===== src/rtl/dht11_responder.sv =====
// dht11_responder: answers a DHT11 host start request with the ack pulses and a 40-bit
//   measurement frame (4 bytes + checksum), driving the open-drain bus low via DATA_OE.
// Latency: 2-cycle input synchronizer plus 1 FSM cycle; durations are exact cycle multiples.
// Backpressure: none. Another driver on a released phase aborts the frame with COLLISION.
//
// Ports:
//   CLK        system clock, rising edge
//   RST        asynchronous active-low reset
//   DATA_IN    raw bus level (externally pulled up)
//   DATA_OE    1 = pull bus low, 0 = release
//   HUM_INT, HUM_FLOAT, TEMP_INT, TEMP_FLOAT  bytes sent, latched when a start is accepted
//   BUSY       high from start acceptance to frame end or abort
//   FRAME_DONE one-cycle pulse after the last bit's end-low
//   COLLISION  one-cycle pulse when a frame is aborted by a foreign low
module dht11_responder #(
    parameter int CLK_PER_US    = 20,
    parameter int START_MIN_US  = 500,
    parameter int RESP_DELAY_US = 30
) (
    input  logic       CLK,
    input  logic       RST,
    input  logic       DATA_IN,
    output logic       DATA_OE,
    input  logic [7:0] HUM_INT,
    input  logic [7:0] HUM_FLOAT,
    input  logic [7:0] TEMP_INT,
    input  logic [7:0] TEMP_FLOAT,
    output logic       BUSY,
    output logic       FRAME_DONE,
    output logic       COLLISION
);

    localparam int PRE_W = (CLK_PER_US > 1) ? $clog2(CLK_PER_US) : 1;
    localparam int US_W  = 16;

    localparam logic [PRE_W-1:0] PRE_LAST  = PRE_W'(CLK_PER_US - 1);
    localparam logic [US_W-1:0]  US_MAX    = {US_W{1'b1}};
    localparam logic [US_W-1:0]  START_MIN = US_W'(START_MIN_US);
    // Timer compare values are "duration - 1": the state ends on the tick that
    // completes the last microsecond.
    localparam logic [US_W-1:0]  T_RESP    = US_W'(RESP_DELAY_US - 1);
    localparam logic [US_W-1:0]  T_ACK     = US_W'(80 - 1);
    localparam logic [US_W-1:0]  T_LOW     = US_W'(50 - 1);
    localparam logic [US_W-1:0]  T_ZERO    = US_W'(26 - 1);
    localparam logic [US_W-1:0]  T_ONE     = US_W'(70 - 1);

    typedef enum logic [2:0] {
        IDLE,
        HOST_LOW,
        WAIT_RESP,
        ACK_LOW,
        ACK_HIGH,
        BIT_LOW,
        BIT_HIGH,
        END_LOW
    } state_t;

    state_t            state;
    state_t            state_nxt;
    logic              sync_1;
    logic              sync_2;
    logic              data_s;
    logic [PRE_W-1:0]  pre_cnt;
    logic [US_W-1:0]   us_cnt;
    logic [1:0]        settle_cnt;
    logic              low_seen;
    logic              armed;
    logic [39:0]       shift_q;
    logic [5:0]        bit_idx;
    logic              frame_done_q;
    logic              collision_q;

    logic              us_tick;
    logic              settled;
    logic              collide;
    logic              listen;
    logic [US_W-1:0]   t_bit_high;
    logic [7:0]        csum;
    logic              load_frame;
    logic              shift_frame;
    logic              done_nxt;
    logic              coll_nxt;

    assign data_s     = sync_2;
    assign us_tick    = (pre_cnt == PRE_LAST);
    // The synchronizer lags the pad by two cycles, so the first two samples after
    // any state entry still show whatever the bus did before the entry edge.
    assign settled    = (settle_cnt == 2'd2);
    assign collide    = settled && !data_s && low_seen;
    assign listen     = (state == WAIT_RESP) || (state == ACK_HIGH) || (state == BIT_HIGH);
    assign t_bit_high = shift_q[39] ? T_ONE : T_ZERO;
    assign csum       = HUM_INT + HUM_FLOAT + TEMP_INT + TEMP_FLOAT;

    assign DATA_OE    = (state == ACK_LOW) || (state == BIT_LOW) || (state == END_LOW);
    assign BUSY       = (state != IDLE) && (state != HOST_LOW);
    assign FRAME_DONE = frame_done_q;
    assign COLLISION  = collision_q;

    always_comb begin
        state_nxt   = state;
        load_frame  = 1'b0;
        shift_frame = 1'b0;
        done_nxt    = 1'b0;
        coll_nxt    = 1'b0;
        case (state)
            IDLE: begin
                if (armed && !data_s) begin
                    state_nxt = HOST_LOW;
                end
            end
            HOST_LOW: begin
                if (data_s) begin
                    if (us_cnt >= START_MIN) begin
                        state_nxt  = WAIT_RESP;
                        load_frame = 1'b1;
                    end else begin
                        state_nxt = IDLE;
                    end
                end
            end
            WAIT_RESP: begin
                if (us_tick && (us_cnt == T_RESP)) begin
                    state_nxt = ACK_LOW;
                end
            end
            ACK_LOW: begin
                if (us_tick && (us_cnt == T_ACK)) begin
                    state_nxt = ACK_HIGH;
                end
            end
            ACK_HIGH: begin
                if (us_tick && (us_cnt == T_ACK)) begin
                    state_nxt = BIT_LOW;
                end
            end
            BIT_LOW: begin
                if (us_tick && (us_cnt == T_LOW)) begin
                    state_nxt = BIT_HIGH;
                end
            end
            BIT_HIGH: begin
                if (us_tick && (us_cnt == t_bit_high)) begin
                    if (bit_idx == 6'd39) begin
                        state_nxt = END_LOW;
                    end else begin
                        state_nxt   = BIT_LOW;
                        shift_frame = 1'b1;
                    end
                end
            end
            END_LOW: begin
                if (us_tick && (us_cnt == T_LOW)) begin
                    state_nxt = IDLE;
                    done_nxt  = 1'b1;
                end
            end
            default: begin
                state_nxt = IDLE;
            end
        endcase

        // A foreign low while we are released wins over any timer expiry.
        if (listen && collide) begin
            state_nxt   = IDLE;
            shift_frame = 1'b0;
            coll_nxt    = 1'b1;
        end
    end

    always_ff @(posedge CLK or negedge RST) begin
        if (!RST) begin
            state        <= IDLE;
            frame_done_q <= 1'b0;
            collision_q  <= 1'b0;
        end else begin
            state        <= state_nxt;
            frame_done_q <= done_nxt;
            collision_q  <= coll_nxt;
        end
    end

    always_ff @(posedge CLK or negedge RST) begin
        if (!RST) begin
            sync_1     <= 1'b1;
            sync_2     <= 1'b1;
            pre_cnt    <= '0;
            us_cnt     <= '0;
            settle_cnt <= '0;
            low_seen   <= 1'b0;
            armed      <= 1'b0;
            shift_q    <= '0;
            bit_idx    <= '0;
        end else begin
            sync_1 <= DATA_IN;
            sync_2 <= sync_1;

            // All timers restart on the edge that enters a new state.
            if (state_nxt != state) begin
                pre_cnt    <= '0;
                us_cnt     <= '0;
                settle_cnt <= '0;
                low_seen   <= 1'b0;
            end else begin
                pre_cnt <= us_tick ? '0 : pre_cnt + 1'b1;
                if (us_tick && (us_cnt != US_MAX)) begin
                    us_cnt <= us_cnt + 1'b1;
                end
                if (!settled) begin
                    settle_cnt <= settle_cnt + 1'b1;
                end else begin
                    low_seen <= !data_s;
                end
            end

            // A start is only taken from a genuine high-to-low edge: the line must be
            // seen high (with real, settled samples) while idle before a low counts.
            // This covers reset release, our own end-low and a host still holding
            // the line after a collision.
            armed <= (state == IDLE) && (armed || (settled && data_s));

            if (load_frame) begin
                shift_q <= {HUM_INT, HUM_FLOAT, TEMP_INT, TEMP_FLOAT, csum};
                bit_idx <= '0;
            end else if (shift_frame) begin
                shift_q <= {shift_q[38:0], 1'b0};
                bit_idx <= bit_idx + 1'b1;
            end
        end
    end

endmodule


===== config.mk =====
export PLATFORM = sky130hd
export DESIGN_NAME = dht11_responder
export DESIGN_NICKNAME = d
export VERILOG_FILES = /design/src/rtl/dht11_responder.sv
export SDC_FILE = /design/constraint.sdc
export NUM_CORES = 1
export LEC_CHECK = 0
export ABC_AREA = 1
export CORE_MARGIN = 2
export CORE_UTILIZATION = 60
export DETAILED_ROUTE_END_ITERATION = 6
export PLACE_DENSITY = 0.82
export SYNTH_ARGS = -nofsm -noshare
export SYNTH_HDL_FRONTEND = slang
export SYNTH_SLANG_ARGS = --single-unit

===== constraint.sdc =====
create_clock -name CLK -period 4.16 [get_ports CLK]
set_clock_uncertainty 0.1 [all_clocks]
set_input_delay 0.624 -clock CLK [delete_from_list [all_inputs] [get_ports CLK]]
set_output_delay 0.624 -clock CLK [all_outputs]
set_load 0.03 [all_outputs]

# Word-level counts from Yosys, hierarchy flattened
# Index checks and enable logic that the tools add are counted.
word_totals:
  input_bits: 35
  register_bits: 78
  wordCells: 96
  out_inout_bits: 4
op_classes:
  reduce_logical: 23
  n_mux: 35
  order_cmp: 1
  addsub: 7
  eq_ne: 18
op_table:
  columns: ["cell", "count"]
  rows:
  - ["2-to-1 mux 40 bit", 2]
  - ["2-to-1 mux 16 bit", 2]
  - ["2-to-1 mux 3 bit", 9]
  - ["adder 8 bit", 3]
  - ["case mux 3 bit (8 select lines)", 1]
  - ["adder 16 x 1 -> 16 bit (second input constant)", 1]
  - ["equality test 16 x 5 -> 1 bit (second input constant)", 1]
  - ["equality test 16 x 6 -> 1 bit (second input constant)", 1]
  - ["equality test 16 x 7 -> 1 bit", 1]
  - ["equality test 16 x 7 -> 1 bit (second input constant)", 1]
  - ["greater-or-equal comparator 16 x 9 -> 1 bit (second input constant)", 1]
  - ["!= test 16 bit (second input constant)", 1]
  - ["equality test 3 bit (second input constant)", 4]
  - ["logical AND 1 bit", 12]
  - ["2-to-1 mux 1 bit", 12]
  - ["2-to-1 mux 6 bit", 2]
  - ["2-to-1 mux 5 bit", 2]
  - ["2-to-1 mux 2 bit", 4]
  - ["2-to-1 mux 7 bit", 1]
  - ["adder 6 x 1 -> 6 bit (second input constant)", 1]
  - ["equality test 3 x 2 -> 1 bit (second input constant)", 2]
  - ["equality test 6 bit (second input constant)", 1]
  - ["nonzero test 2 bit", 3]
  - ["adder 5 x 1 -> 5 bit (second input constant)", 1]
  - ["other kinds (11)", 15]

# Longest topological paths before layout
# Gate-level depths: netlist (run 1).
depth:
  ltp_word: 8
  depth_mapped: 17
  ltp_nobuf: 16

# Worst setup path after synthesis (run 1)
# OpenSTA, ideal clock, no wires.
synth_timing:
  path_type: "input-to-reg"
  start: "input port HUM_INT[1]"
  end: "register shift_q[7]"
  cell_stages: 16
  setup_ns: 0.127
  required_time_ns: 3.933
  t_arrival_ns: 3.006
  setup_slack_ns: 0.926
  n_path_buf: 0
  cell_sequence: "inv_1 -> fa_1 -> fa_1 -> inv_1 -> ha_1 -> inv_1 -> fa_1 -> nor2_1 -> nor2_1 -> o21bai_1 -> nand2_1 -> nand2_1 -> a21oi_1 -> xnor2_1 -> nor2_1 -> o22ai_1"
synth_between:
  elab_chain_len: 4
synth_rtl:
  columns: ["element", "line_no", "text"]
  rows:
  - ["start, declared", "24", "input logic [7:0] HUM_INT,"]
  - ["adder 8 bit (3 in series)", "92", "assign csum = HUM_INT + HUM_FLOAT + TEMP_INT + TEMP_FLOAT;"]
  - ["2-to-1 mux 40 bit", "221", "if (load_frame) begin"]
  - ["end signal, assigned", "222", "shift_q <= {HUM_INT, HUM_FLOAT, TEMP_INT, TEMP_FLOAT, csum};"]
  - ["end signal, assigned", "225", "shift_q <= {shift_q[38:0], 1'b0};"]
  - ["end, declared", "68", "logic [39:0] shift_q;"]
# Every way passes these cells.
# A chain may end at the register's enable or synchronous reset.

# Worst setup path after layout (run 1)
# Ends and elaborated chain as after synthesis.

==> results of run 1 <==
## flip-flops by register name, summed over array words and instances, names as in the netlist
register and count:
bit_idx 6, settle_cnt 2, COLLISION 1, data_s 1
armed 1, state 3, low_seen 1, sync_1 1
FRAME_DONE 1, us_cnt 16, pre_cnt 5, shift_q 40
## layout by cell type, fill, tap and decap left out, types with 3 or more instances in the layout
master and n:
inv_1 81, nor2_2 20, nand4_1 7, clkbuf_8 10, a21oi_1 16, o221ai_1 8
nand2_1 90, o311ai_0 4, a31oi_1 4, a211oi_1 5, nor3_1 21, clkdlybuf4s50_1 37
fa_1 14, dfrtp_1 76, buf_4 4, nor2_4 3, o211ai_1 9, inv_2 4
nand2_2 3, nand3_1 32, xnor2_1 7, clkinv_2 4, o21ai_0 19, a21oi_2 3
ha_1 13, nor2_1 53, xor2_1 14
## kinds of logic after synthesis
family	after synthesis	share of synthesized area (%)
fa+ha+maj	27	9.60
flops	78	42.4
compound gates	76	10.8
buf+inv	103	9.03
xor+xnor	21	3.99
simple gates	238	24.2
## cell type report
class / count / share of cell area, %
repair buffers: 41 / 7.67
inverters: 86 / 6.19
multi-input cells: 362 / 43.0
clock inverters: 6 / 0.719
flip-flops and latches: 78 / 37.4
clock buffers: 10 / 2.64
well taps: 99 / 2.37
## critical path: stages
cell             delay, ns
clkdlybuf4s50_1       0.49
inv_1                 0.07
fa_1                  0.56
fa_1                  0.42
inv_1                 0.07
ha_1                  0.16
inv_1                 0.05
fa_1                  0.37
nor2_1                0.13
nor2_1                0.05
o21bai_1              0.19
nand2_1               0.07
nand2_1               0.06
a21oi_1               0.07
xnor2_1               0.12
nor2_1                0.10
o22ai_1               0.08
## power groups by stage
stage	clock network [mW]	registers (mW)	logic (mW)
detailed placement	0	0.846	0.464
global route	0.553	0.837	0.532
CTS	0.523	0.832	0.465
floorplan	0	0.839	0.365
global placement	0	0.844	0.449
finish	0.511	0.832	0.460
## per-stage QoR
stage	setup slack, ns	std cells
3_3_place_gp	0.316	666
6_report	0.599	682
5_1_grt	0.365	682
2_1_floorplan	0.926	543
4_1_cts	0.601	682
3_5_place_dp	0.226	666
## worst max path at each step
stage / startpoint / endpoint
global route: HUM_INT[1] / shift_q[7]$_DFFE_PN0P_
detailed placement: HUM_INT[1] / shift_q[7]$_DFFE_PN0P_
finish: HUM_INT[1] / shift_q[7]$_DFFE_PN0P_
floorplan: HUM_INT[1] / shift_q[7]$_DFFE_PN0P_
global placement: HUM_INT[1] / shift_q[7]$_DFFE_PN0P_
CTS: HUM_INT[1] / shift_q[7]$_DFFE_PN0P_
## routing by layer
layer / vias to the layer above / GRT usage, % / part of all wire [%]
met4: 0 / 11.1 / 2.4
met3: 22 / 5.67 / 5.5
met5: - / 0 / 0
met2: 123 / 42.6 / 51
met1: 1835 / 32.1 / 41
li1: 1829 / - / -
==> summary.txt, run 1 <==
Worst setup path
  – R2R cell count: 12
  – Worst-path maximum fanout: 3
  – Req. time, crit path: 4.29 ns
  – Kind of critical path: in -> reg
  – Reg2Reg Capture Point: shift_q[35]$_DFFE_PN0P_
  – R2R Setup Slk: 0.89 ns
  – Crit path launch type: input pin
  – Critical Path AT: 3.69 ns
  – Critical Path End Type: flip-flop
  – RR Startpoint: pre_cnt[0]$_DFF_PN0_

Clock network
  – Clock sinks: 78
  – Clk Latency, worst-skew pair: 0.35 ns
  – # Post-CTS Setup Buffers: 0
  – CTS tree: yes
  – Reg clk slew, reported paths: 0.08 ns
  – Depth of the CTS H-tree: 3
  – Root Driver: clkbuf_8
  – # hold bufs at CTS: 0
  – Max clock buf depth: 2
  – Resized Gates After CTS: 0
  – CTS Buf Count: 9

Global route
  – Vias in the first global route: 3,905
  – Global-route wire length before repair: 17,000 µm
  – GRT Total Usage: 25.6%
  – Initial antenna violation count: 0
  – Grt ovf: 0
  – Largest net degree at the start of global routing: 79

Finish
  – Seq. cell area: 1950 µm²
  – # nets final: 640
  – # fillers: 556
  – Final core utilization: 71.2%
  – Syn-to-layout area delta: 13.1%
  – Multi-input gate area: 2240 µm²
  – Antenna cells: 0
  – Layout cell share with drive strength beyond 1: 10.3%
  – Design Area, Final: 5220 µm²

Flow run
  – Max_cap viols: 0

Placement
  – Routability cong.: 0.847
  – Placed cell area: 5040 µm²
  – Port buffer count: 38
  – Post-DP HPWL: 7120 µm

Power
  – Power density over the cells: 345 nW/µm²
  – Clock network fraction of total power: 28.3%
  – Switching pwr: 0.607 mW
  – Worst VDD drop: 0.185 mV
  – Logic pwr share: 25.5%
  – Cell-internal power: 1.20 mW
  – Power, Total: 1.80 mW
  – Sw Share: 33.7%
  – Leakage power: 2.35 nW
  – Reg power frac: 46.2%

STA
  – Slew @ Worst Pin: 0.953 ns
  – Fin crit period: 3.56 ns
  – Max_slew headroom: 36.5%
  – Max Fclk: 281 MHz
  – Max-slew violations: 0
  – RSZ-0062 raised after global routing: false
  – Endpoints failing hold: 0
  – TNS Setup: 0 ns
  – Final Hold Slack: 0.266 ns
  – Period utilization: 85.6%
  – Final setup vio count: 0

Floorplanning
  – I/O pin total: 39
  – Die area: 8410 µm²
  – Die width: 91.7 µm
  – Starting Density: 62.9%
  – Core Region: 7330 µm²
  – Row count: 31
  – Die height: 91.7 µm

Synth
  – Top-count cell post-synth: nand2_1
  – Mapped Cells: 543
  – Async SR Flop Fraction: 100%
  – Sequential fraction of the synthesis area: 42.4%
  – Ranking of synthesized cells by area: dfrtp_1 41%, nand2_1 7.3%, inv_1 6.6%, fa_1 6.1%, nor2_1 4.3%
  – Number of synthesized flops with an enable pin: 0
  – Synth Flop Type: dfrtp_1
  – Share of the synthesized area in the top cell type: 41.2%
  – Syn Area/Cell: 8.50 µm²
  – Synthesis Warnings: 0
  – Mapped cell area: 4610 µm²
  – Syn_nets: 605
  – FF+latch count, synth: 78
  – Post-synthesis cell type count: 42
  – Commonest cells in the synthesized netlist: 90 x nand2_1, 81 x inv_1, 76 x dfrtp_1
  – Area leader, netlist: dfrtp_1

Drt
  – Drt total wl: 9660 µm
  – DR pass1 iterations: 5
  – Number of remaining DRC errors: 0
  – Via count: 3,809
  – DR iter-0 viols: 172
  – DR vias/cell: 5.59
  – Antenna Violating Nets Remaining: 0
  – DR WL/cell: 14.2 µm

Run status
  – Outcome: finished, final reports clean

Hold path
  – Hold_sp: sync_1$_DFF_PN1_
  – Hold path depth: 0
  – Worst hold path class: reg -> reg
  – Hold worst-path end: data_s$_DFF_PN1_
Power figures use the tool's default switching activity.
==> inputs of run 2 (changes only) <==
- CAP_MARGIN: not set -> 0
- HOLD_SLACK_MARGIN: not set -> 0.15
- SLEW_MARGIN: not set -> 0
==> results of run 2 <==
No change in the layout: final DEF, timing and power equal those of run 1.
==> inputs of run 3 (changes only) <==
- PLACE_DENSITY: 0.82 -> 0.93
==> summary.txt, run 3 (synthesis gave the netlist of run 1 again) <==
Floorplanning
  – Starting Density: 62.9% (unchanged)
  – Die area: 8410 µm² (unchanged)
  – Core Region: 7330 µm² (unchanged)
  – Die height: 91.7 µm (unchanged)
  – Die width: 91.7 µm (unchanged)
  – I/O pin total: 39 (unchanged)
  – Row count: 31 (unchanged)

Worst setup path
  – Slowest stage cell, crit path: fa_1
  – Delay-heaviest family, CP: adder cells
  – Crit path largest cell delay: 0.56 ns (about the same)
  – Worst-path maximum fanout: 3 (unchanged)
  – CP bufs+invs: 4 (unchanged)
  – Critical Path AT: 3.78 ns (+0.09 ns)
  – Crit path launch type: input pin
  – Req. time, crit path: 4.31 ns (+0.02 ns)
  – CP cell instances: clkdlybuf4s50_1 > inv_1 > fa_1 > fa_1 > inv_1 > ha_1 > inv_1 > fa_1 > nor2_1 > nor2_1 > o21bai_1 > nand2_1 > nand2_1 > a21oi_1 > xnor2_1 > nor2_1 > o22ai_1
  – Kind of critical path: in -> reg
  – Critical Path End Type: flip-flop

Flow run
  – Max_cap viols: 0 (unchanged)

Drt
  – Number of remaining DRC errors: 0 (unchanged)
  – DR pass1 iterations: 7 (+2)
  – DR vias/cell: 5.71 (+2.3%)
  – Drt total wl: 10,200 µm (+5.1%)
  – Routed met3 length: 658 µm (+23%)
  – Antenna Violating Nets Remaining: 0 (unchanged)
  – DR WL/cell: 14.9 µm (+5.1%)
  – DR WL met2: 5120 µm (+4.8%)
  – Via count: 3,895 (+2.3%)
  – Max layer used: met4
  – DR iter-0 viols: 276 (+60%)
  – Met1 WL: 4030 µm (+0.65%)

Placement
  – Port buffer count: 38 (unchanged)
  – Post-DP HPWL: 7380 µm (+3.6%)
  – Placed Cells: 666 (unchanged)
  – Routability cong.: 0.903 (+6.6%)

Finish
  – Largest regs: shift_q (40), us_cnt (16), bit_idx (6)
  – Most common cell after layout, fill and taps aside: nand2_1
  – # nets final: 640 (unchanged)
  – Reg with most FFs: shift_q
  – Antenna cells: 0 (unchanged)
  – Largest register FFs: 40 (unchanged)
  – Syn-to-layout area delta: 14.1%
  – Non-filler cells, final: 682 (unchanged)
  – Layout cell share with drive strength beyond 1: 10.1% (-0.17 points)
  – Most frequent cells in the layout: 90 x nand2_1, 81 x inv_1, 76 x dfrtp_1, 53 x nor2_1, 37 x clkdlybuf4s50_1

STA
  – Fin crit period: 3.64 ns (+0.0766 ns)
  – Max_slew headroom: 36.1% (-0.38 points)
  – Max-slew violations: 0 (unchanged)
  – Slew @ Worst Pin: 0.958 ns (+0.00575 ns)
  – Final setup vio count: 0 (unchanged)
  – Period utilization: 87.4% (+1.8 points)
  – TNS Setup: 0 ns (unchanged)
  – Endpoints failing hold: 0 (unchanged)
  – Max Fclk: 275 MHz (-2.1%)
  – RSZ-0062 raised after global routing: false
  – Final Hold Slack: 0.269 ns (+0.00302 ns)

Global route
  – Vias in the first global route: 4,004 (+2.5%)
  – Grt ovf: 0 (unchanged)
  – Global-route wire length before repair: 18,100 µm (+6.5%)
  – GRT Total Usage: 27.1% (+1.5 points)
  – Initial antenna violation count: 0 (unchanged)
  – Largest net degree at the start of global routing: 79 (unchanged)

Power
  – Logic pwr share: 24.2% (-1.3 points)
  – Reg power frac: 42.5% (-3.7 points)
  – Worst VDD drop: 0.199 mV (+7.5%)
  – Cell-internal power: 1.31 mW (+9.6%)
  – Switching pwr: 0.647 mW (+6.6%)
  – Power density over the cells: 372 nW/µm² (+7.6%)
  – Clock network fraction of total power: 33.3% (+5.0 points)
  – Power, Total: 1.96 mW (+8.6%)
  – Leakage power: 2.36 nW (+0.50%)
  – Sw Share: 33.1% (-0.60 points)

Clock network
  – CTS Buf Count: 9 (unchanged)
  – Depth of the CTS H-tree: 3 (unchanged)
  – Max clock buf depth: 2 (unchanged)
  – # Post-CTS Setup Buffers: 0 (unchanged)
  – Reg clk slew, reported paths: 0.08 ns (about the same)
  – CTS tree: yes
  – # hold bufs at CTS: 0 (unchanged)
  – Clock sinks: 78 (unchanged)
  – Clk Latency, worst-skew pair: 0.37 ns (+0.02 ns)
  – Root Driver: clkbuf_8
  – Resized Gates After CTS: 0 (unchanged)

Run status
  – Outcome: finished, final reports clean

Hold path
  – Worst hold path class: reg -> reg
[run 3: cell types whose count changed in the layout (fill, tap and decap cells not counted), sizes merged]
cell | previous run | this run
clkinvlp | 0 | 1
bufinv | 0 | 2
clkinv | 7 | 2
inv | 85 | 87
[run 3: metal layers]
| metal | GRT usage, % | vias to the layer above |
|---|---|---|
| met5 | 0 | - |
| met4 | 12.4 | 0 |
| met3 | 5.51 | 38 |
| met2 | 45.8 | 184 |
| met1 | 33.5 | 1843 |
| li1 | - | 1830 |
[run 3: final timing paths]
kind / to / slack, ns / cells after the start / startpoint
setup / recovery: shift_q[7]$_DFFE_PN0P_ / 0.52 / 17 / HUM_INT[1]
hold / removal: data_s$_DFF_PN1_ / 0.27 / 0 / sync_1$_DFF_PN1_
setup reg to reg: shift_q[27]$_DFFE_PN0P_ / 1.07 / 13 / settle_cnt[0]$_DFFE_PN0P_
hold reg to reg: data_s$_DFF_PN1_ / 0.27 / 0 / sync_1$_DFF_PN1_
max in group asynchronous: shift_q[8]$_DFFE_PN0P_ / 3.04 / 1 / RST
min in group asynchronous: us_cnt[10]$_DFFE_PN0P_ / 0.31 / 1 / RST
[run 3: final cells by class]
| class | count | area [µm²] |
|---|---|---|
| multi-input combinational | 362 | 2240 |
| fill | 512 | 2070 |
| sequential | 78 | 1950 |
| timing repair buffer | 41 | 400 |
| inverter | 86 | 323 |
| clock buffer | 10 | 128 |
| tap | 99 | 124 |
| clock inverter | 6 | 93.8 |
[run 3: per-stage QoR]
step | area, µm² | setup slack (ns) | util, %
5_1_grt | 5270 | 0.296 | 71.8
4_1_cts | 5270 | 0.535 | 71.8
3_3_place_gp | 5040 | 0.316 | 68.8
2_1_floorplan | 4610 | 0.926 | -
6_report | 5270 | 0.523 | 71.8
3_5_place_dp | 5040 | 0.188 | 68.8
[run 3: power groups by stage]
stage,combinational [mW],clock [mW],sequential [mW]
floorplan,0.365,0,0.839
global placement,0.443,0,0.842
detailed placement,0.466,0,0.846
CTS,0.476,0.657,0.831
global route,0.533,0.689,0.837
finish,0.475,0.652,0.831
